$ cat config.mk
export PLATFORM = sky130hd
export DESIGN_NAME = logit_pwl_pipe
export DESIGN_NICKNAME = d
export VERILOG_FILES = /design/src/rtl/logit_pwl_pipe_pkg.sv /design/src/rtl/logit_pwl_pipe_seg_classify.sv /design/src/rtl/logit_pwl_pipe.sv
export SDC_FILE = /design/constraint.sdc
export NUM_CORES = 1
export LEC_CHECK = 0
export ABC_AREA = 1
export CAP_MARGIN = 30
export CELL_PAD_IN_SITES_DETAIL_PLACEMENT = 2
export CELL_PAD_IN_SITES_GLOBAL_PLACEMENT = 2
export CORE_MARGIN = 1.5
export CORE_UTILIZATION = 33
export CTS_CLUSTER_SIZE = 25
export DETAILED_ROUTE_END_ITERATION = 10
export PLACE_DENSITY = 0.85
export SKIP_LAST_GASP = 1
export SLEW_MARGIN = 20
export SYNTH_ARGS = -nofsm -noshare
export SYNTH_HDL_FRONTEND = slang
export SYNTH_SLANG_ARGS = --single-unit
$ cat constraint.sdc
create_clock -name clk -period 8.7 [get_ports clk]
set_input_delay 1.74 -clock clk [delete_from_list [all_inputs] [get_ports clk]]
set_output_delay 1.74 -clock clk [all_outputs]
set_load 0.02 [all_outputs]
$ cat src/rtl/logit_pwl_pipe_pkg.sv
// Shared fixed-point constants and segment encoding for the PWL sigmoid/logit pair.
package gru_fixed_pkg;

    // Q format used by the segment constants (1.0 == 256)
    localparam int Q_FRAC  = 8;
    localparam int ONE     = 256;

    // Logit output clamp, +/-5.0
    localparam int X_CLAMP = 1280;

    // Sigmoid-domain breakpoints (raw codes)
    localparam int Y_BP_0   = 0;
    localparam int Y_BP_20  = 20;
    localparam int Y_BP_64  = 64;
    localparam int Y_BP_192 = 192;
    localparam int Y_BP_236 = 236;
    localparam int Y_BP_256 = 256;

    // Per-segment slope (as a left shift) and offset: X = (Y << SHIFT) + OFFSET
    localparam int SEG1_SHIFT  = 5;
    localparam int SEG1_OFFSET = -1280;
    localparam int SEG2_SHIFT  = 3;
    localparam int SEG2_OFFSET = -768;
    localparam int SEG3_SHIFT  = 2;
    localparam int SEG3_OFFSET = -512;
    localparam int SEG4_SHIFT  = 3;
    localparam int SEG4_OFFSET = -1280;
    localparam int SEG5_SHIFT  = 5;
    localparam int SEG5_OFFSET = -6912;

    typedef enum logic [2:0] {
        SEG_LO_SAT = 3'd0,
        SEG_1      = 3'd1,
        SEG_2      = 3'd2,
        SEG_3      = 3'd3,
        SEG_4      = 3'd4,
        SEG_5      = 3'd5,
        SEG_HI_SAT = 3'd6
    } pwl_seg_e;

    // True for the two clamped end segments
    function automatic logic seg_is_sat(input pwl_seg_e seg);
        return (seg == SEG_LO_SAT) || (seg == SEG_HI_SAT);
    endfunction

endpackage

$ cat src/rtl/logit_pwl_pipe_seg_classify.sv
// Combinational segment classifier: maps a signed sigmoid-domain code to its PWL segment.
module logit_seg_classify
    import gru_fixed_pkg::*;
#(
    parameter int WIDTH = 17
) (
    input  logic signed [WIDTH-1:0] in_y,
    output pwl_seg_e                seg
);

    localparam logic signed [WIDTH-1:0] BP_0   = WIDTH'(Y_BP_0);
    localparam logic signed [WIDTH-1:0] BP_20  = WIDTH'(Y_BP_20);
    localparam logic signed [WIDTH-1:0] BP_64  = WIDTH'(Y_BP_64);
    localparam logic signed [WIDTH-1:0] BP_192 = WIDTH'(Y_BP_192);
    localparam logic signed [WIDTH-1:0] BP_236 = WIDTH'(Y_BP_236);
    localparam logic signed [WIDTH-1:0] BP_256 = WIDTH'(Y_BP_256);

    // Signed breakpoint ladder; upper bounds inclusive except the last linear segment
    always_comb begin
        seg = SEG_LO_SAT;
        if (in_y <= BP_0) begin
            seg = SEG_LO_SAT;
        end else if (in_y <= BP_20) begin
            seg = SEG_1;
        end else if (in_y <= BP_64) begin
            seg = SEG_2;
        end else if (in_y <= BP_192) begin
            seg = SEG_3;
        end else if (in_y <= BP_236) begin
            seg = SEG_4;
        end else if (in_y < BP_256) begin
            seg = SEG_5;
        end else begin
            seg = SEG_HI_SAT;
        end
    end

endmodule

$ cat src/rtl/logit_pwl_pipe.sv
// Two-stage pipelined piecewise-linear logit (inverse of the 5-segment PWL sigmoid).
// Stage 1 registers the input and its segment; stage 2 applies shift-add and clamp.
module logit_pwl_pipe
    import gru_fixed_pkg::*;
#(
    parameter int INT_WIDTH  = 8,
    parameter int FRAC_WIDTH = 8,
    parameter int WIDTH      = INT_WIDTH + FRAC_WIDTH + 1
) (
    input  logic                    clk,
    input  logic                    reset_n,
    input  logic                    in_valid,
    output logic                    in_ready,
    input  logic signed [WIDTH-1:0] in_y,
    output logic                    out_valid,
    input  logic                    out_ready,
    output logic signed [WIDTH-1:0] out_x,
    output logic                    out_sat,
    output logic [2:0]              out_seg
);

    // Headroom for a shift by up to 5 plus the offset add
    localparam int EXT_W = WIDTH + 6;

    localparam logic signed [EXT_W-1:0] X_HI = EXT_W'(X_CLAMP);
    localparam logic signed [EXT_W-1:0] X_LO = EXT_W'(-X_CLAMP);

    logic                    en;
    pwl_seg_e                cls_seg;

    logic                    s1_valid;
    logic signed [WIDTH-1:0] s1_y;
    pwl_seg_e                s1_seg;

    logic signed [EXT_W-1:0] y_ext;
    logic signed [EXT_W-1:0] prod;
    logic signed [EXT_W-1:0] offset;
    logic signed [EXT_W-1:0] sum;
    logic signed [EXT_W-1:0] clamped;
    logic [2:0]              shamt;
    logic signed [WIDTH-1:0] x_next;
    logic                    sat_next;

    // The whole pipe advances together; a full, unaccepted output stalls everything
    assign en       = !out_valid || out_ready;
    assign in_ready = en;

    logit_seg_classify #(
        .WIDTH (WIDTH)
    ) u_classify (
        .in_y (in_y),
        .seg  (cls_seg)
    );

    // Stage 1 register: capture input, its valid bit and its segment
    always_ff @(posedge clk or negedge reset_n) begin
        if (!reset_n) begin
            s1_valid <= 1'b0;
            s1_y     <= '0;
            s1_seg   <= SEG_LO_SAT;
        end else if (en) begin
            s1_valid <= in_valid;
            s1_y     <= in_y;
            s1_seg   <= cls_seg;
        end
    end

    // Stage 2 datapath: per-segment shift and offset, then clamp to +/-5.0
    always_comb begin
        y_ext    = EXT_W'(s1_y);
        shamt    = 3'd0;
        offset   = '0;
        sat_next = seg_is_sat(s1_seg);
        case (s1_seg)
            SEG_1: begin
                shamt  = 3'(SEG1_SHIFT);
                offset = EXT_W'(SEG1_OFFSET);
            end
            SEG_2: begin
                shamt  = 3'(SEG2_SHIFT);
                offset = EXT_W'(SEG2_OFFSET);
            end
            SEG_3: begin
                shamt  = 3'(SEG3_SHIFT);
                offset = EXT_W'(SEG3_OFFSET);
            end
            SEG_4: begin
                shamt  = 3'(SEG4_SHIFT);
                offset = EXT_W'(SEG4_OFFSET);
            end
            SEG_5: begin
                shamt  = 3'(SEG5_SHIFT);
                offset = EXT_W'(SEG5_OFFSET);
            end
            default: begin
                shamt  = 3'd0;
                offset = '0;
            end
        endcase
        prod = y_ext <<< shamt;
        sum  = prod + offset;
        if (s1_seg == SEG_LO_SAT) begin
            clamped = X_LO;
        end else if (s1_seg == SEG_HI_SAT) begin
            clamped = X_HI;
        end else if (sum > X_HI) begin
            clamped = X_HI;
        end else if (sum < X_LO) begin
            clamped = X_LO;
        end else begin
            clamped = sum;
        end
        x_next = WIDTH'(clamped);
    end

    // Stage 2 register: drives all outputs
    always_ff @(posedge clk or negedge reset_n) begin
        if (!reset_n) begin
            out_valid <= 1'b0;
            out_x     <= '0;
            out_sat   <= 1'b0;
            out_seg   <= 3'd0;
        end else if (en) begin
            out_valid <= s1_valid;
            out_x     <= x_next;
            out_sat   <= sat_next;
            out_seg   <= s1_seg;
        end
    end

endmodule
After elaboration in Yosys (flattened, before gate mapping). Index checks and enable logic that the tools add are counted.

Flip-flop bits (word level): 43. Word-level logic and storage cells: 42. Output and inout port bits: 23. Input bits: 21.

$lt $le $gt $ge: 8. $add $sub $neg: 1. Equality and inequality tests: 6. Shift-type cells: 1. Multiplexer cells: 12. Reduce and logical (&&, ||, !) cells: 7.

Operators by type and width (count): case mux 23 bit (4 select lines) (1); two-way mux 17 bit (4); <= comparator 17 x 9 -> 1 bit (second input constant) (2); adder 23 bit (1); greater-than comparator 23 x 12 -> 1 bit (second input constant) (1); < comparator 23 x 12 -> 1 bit (second input constant) (1); <<< shifter 17 x 3 -> 23 bit (1); <= comparator 17 x 1 -> 1 bit (second input constant) (1); <= comparator 17 x 6 -> 1 bit (second input constant) (1); <= comparator 17 x 8 -> 1 bit (second input constant) (1); < comparator 17 x 10 -> 1 bit (second input constant) (1); two-way mux 3 bit (5); equality test 3 bit (second input constant) (3); case mux 3 bit (3 select lines) (1); equality test 3 x 2 -> 1 bit (second input constant) (2); OR reduction 2 bit (3); equality test 3 x 1 -> 1 bit (second input constant) (1); zero test 3 bit (1); logical OR 1 bit (2); two-way mux 2 bit (1); zero test 1 bit (1).

Depth between registers and ports, before layout.
Depth after elaboration: 10. Depth in mapped cells: 31. Gate-level depth less buffers: 27.

Modules after synthesis. From an unflattened synthesis, not the netlist that was laid out.

Cell total of the unflattened synthesis: 612. Area, all modules: 3808.7 um^2.

Modules (own cells, without submodules): logit_pwl_pipe (sequential area each 1076.0 um^2, area an instance 3482.1 um^2, times used 1, cells each 548); logit_seg_classify (sequential area each 0.0 um^2, area an instance 326.6 um^2, times used 1, cells each 64).

Worst setup path before layout. Ideal clock, no wire load.

Path type: input to output. From: input port out_ready. To: output port in_ready. Stages: 3. Arrival time: 2578 ps. Data required time: 6960 ps. Setup slack: 4382 ps. Path buffers: 1. Cell sequence: nor2_1 -> clkinv_1 -> clkbuf_1.

Word-level cells in the longest chain between the ends: 1.

Ends and longest elaborated chain: start, declared (RTL line logit_pwl_pipe.sv:16) `input logic out_ready,`; logical OR 1 bit (RTL line logit_pwl_pipe.sv:45) `assign en = !out_valid || out_ready;`; end, declared (RTL line logit_pwl_pipe.sv:13) `output logic in_ready,`.

Every way passes these cells.

Worst setup path in the final report. Ends and elaborated chain as after synthesis.

==> results.yml <==
setup_path:
  cp.required_ns: 6.96
  arrival_ns: 3.30
  ff2ff_path_depth: 19
  startpoint_type: "primary input"
  startpoint: "out_ready"
  worst-path-max-fanout: 36
  critPathKind: "in -> out"
  end_kind: "primary output"
  rr_startpoint: "s1_seg[2]"
die:
  die_y_um: 109.9
  dieArea_mm2: 0.01208
  die_w_um: 109.9
  coreArea_mm2: 0.01098
  placementRows: 38
  num_io_pins: 44
  start_util: 0.3435
cells_and_area:
  drive_above_1_share: 0.05460
  syn_to_final_growth_pct: 18.11
  final_util: 0.4057
  stdcell_count: 781
  final_nets: 677
  n_antenna_cell: 0
global_routing:
  antenna_found_initial: 0
  grt_max_degree: 44
  grt_use_total: 0.2213
  grt_pass1_wl_mm: 20.89
  grt.overflow.total: 0
  grt_pass1_vias: 4364
yosys:
  syn-instance-count: 605
  ys_ff_latch: 43
  yosysUniqueCellTypes: 36
  ys.flop_type: "dfrtp_1"
  yosysTopAreaCellShare: 0.2852
  yosysWarnings: 0
  synthTopCellsByArea: "dfrtp_1, nand2_1, nand3_1"
  synthesis.nets: 641
  synth_area_mm2: 0.003772
  yosys.area.top_type: "dfrtp_1"
  yosys-top-cells-count: "nand2_1, nand3_1, inv_1"
  synth_edf_count: 0
  yosysMostFrequentCell: "nand2_1"
  seq_area_frac_synth: 0.2852
  synth-async-reset-ratio: 1.000
  syn-mean-instance-area_um2: 6.235
timing:
  fin_worst_skew_ns: 0.003064
  rsz0062_at_grt: "false"
  setup_viol: 0
  hold_viol_final: 0
  period_minus_slack_ns: 5.038
  tns_ns: 0
  slew_violations: 0
  max-slew-margin-rel: 0.6251
  post-route-period-util: 0.5790
  fmax_ghz: 0.1985
  worst_pin_slew_ns: 0.5623
cts:
  cts_made_buffers: 5
  clk_latency_ns: 0.29
  htreeDepth: 2
  cts_tree: "yes"
  cts.path.max_buffers: 2
  post_cts_buffers: 0
  cts_resized: 0
  cts_root_buf: "clkbuf_16"
  cts.sinks: 43
  cts-hold-fix-buffers: 0
  path_clk_slew_ns: 0.06
power_and_ir_drop:
  p_per_area_mw_per_mm2: 289.5
  clkPwrFrac: 0.143
  pwr-share-seq: 0.211
  vdd_drop_max_mv: 0.1098
  p_comb_frac: 0.646
  p_int_w: 0.0006355
  p_leak_nw: 2.240
  sw_frac_of_total: 0.5073
  switching_power_w: 0.0006542
route:
  ant_nets: 0
  vias: 4115
  first_pass_iters: 4
  wirelength_mm: 12.83
  wl_per_cell_um: 16.42
  drcViolationCount: 0
  viasPerCell: 5.269
  drt_iter0_drc: 154
place:
  dpl.cell_count: 773
  gp_congestion: 0.8618
  hpwlAfterDp_mm: 10.61
  port_buffers: 43
job:
  drv_cap: 0
worst_hold_path:
  hold_path.class: "reg -> reg"
  min_path_cells: 2
  min_from: "s1_valid"
outcome:
  status: "finished, final reports clean"
per-stage QoR:
stage	total power [W]	setup slack [ns]	hold slack [ns]	instance area, µm²
after floorplan	0.0008551	4.382	0.4198	3772
after global placement	0.001064	3.690	0.4379	4297
after detailed placement	0.001113	3.642	0.4428	4297
after CTS	0.001306	3.629	0.4592	4436
after global routing	0.001413	3.556	0.4913	4456
final	0.001290	3.662	0.4554	4456
worst max-delay path, stage by stage:
cell	delay [ns]
clkdlybuf4s50_1	0.41
nor2_2	0.11
buf_4	0.33
clkinv_1	0.15
clkdlybuf4s50_1	0.56
final timing paths:
path | endpoint | slack, ns
max in group asynchronous | s1_y[15] | 6.90
min | out_valid | 0.46
max reg2reg | out_x[5] | 4.33
min reg2reg | out_valid | 0.46
min in group asynchronous | out_x[11] | 1.33
max | in_ready | 3.66
power groups by stage:
stage,sequential [W],clock [W],combinational [W]
floorplan,0.000308,0,0.000547
global placement,0.000273,0,0.000791
detailed placement,0.000276,0,0.000836
CTS,0.000273,0.000191,0.000843
global route,0.000278,0.000197,0.000938
finish,0.000272,0.000184,0.000834
cell type report:
class	instances	area, µm²
fill	1388	6528
multi-input combinational	471	2323
sequential	43	1076
timing repair buffer	47	467.9
inverter	73	274.0
tap	140	175.2
clock buffer	5	125.1
clock inverter	2	13.76
registers in the layout, summed over array words and instances, names as in the netlist:
name,cells
out_x,17
s1_y,17
out_seg,3
s1_seg,3
out_sat,1
out_valid,1
s1_valid,1
routing by layer:
| metal | vias up | share of wire | GRT usage |
|---|---|---|---|
| met1 | 2008 | 0.45 | 0.2668 |
| met2 | 64 | 0.52 | 0.4166 |
| met4 | 0 | 0.015 | 0.04731 |
| met3 | 19 | 0.020 | 0.02667 |
| met5 | - | 0 | 0 |
| li1 | 2024 | - | - |
cell usage in the layout, fill, tap and decap left out, drive strengths merged, types with 2 or more instances in the layout:
| cell type | instances |
|---|---|
| a21oi | 14 |
| and2 | 2 |
| buf | 5 |
| clkbuf | 5 |
| clkdlybuf4s50 | 42 |
| clkinv | 3 |
| dfrtp | 43 |
| ha | 14 |
| inv | 72 |
| mux2i | 4 |
| nand2 | 208 |
| nand3 | 72 |
| nand4 | 17 |
| nor2 | 53 |
| nor3 | 8 |
| nor4 | 3 |
| o211ai | 2 |
| o21ai | 56 |
| or2 | 2 |
| xnor2 | 6 |
| xor2 | 5 |
kinds of logic (layout without fill, tap and decap cells):
kind of cell	count (synthesis)	count (layout)	synth area share
xor+xnor	11	11	0.02554
simple gates	366	366	0.4196
flops	43	43	0.2852
buf+inv	91	127	0.09950
mux	4	4	0.01061
fa+ha+maj	15	15	0.05174
compound gates	75	75	0.1078
No activity file was read; power rests on OpenSTA's default activity.
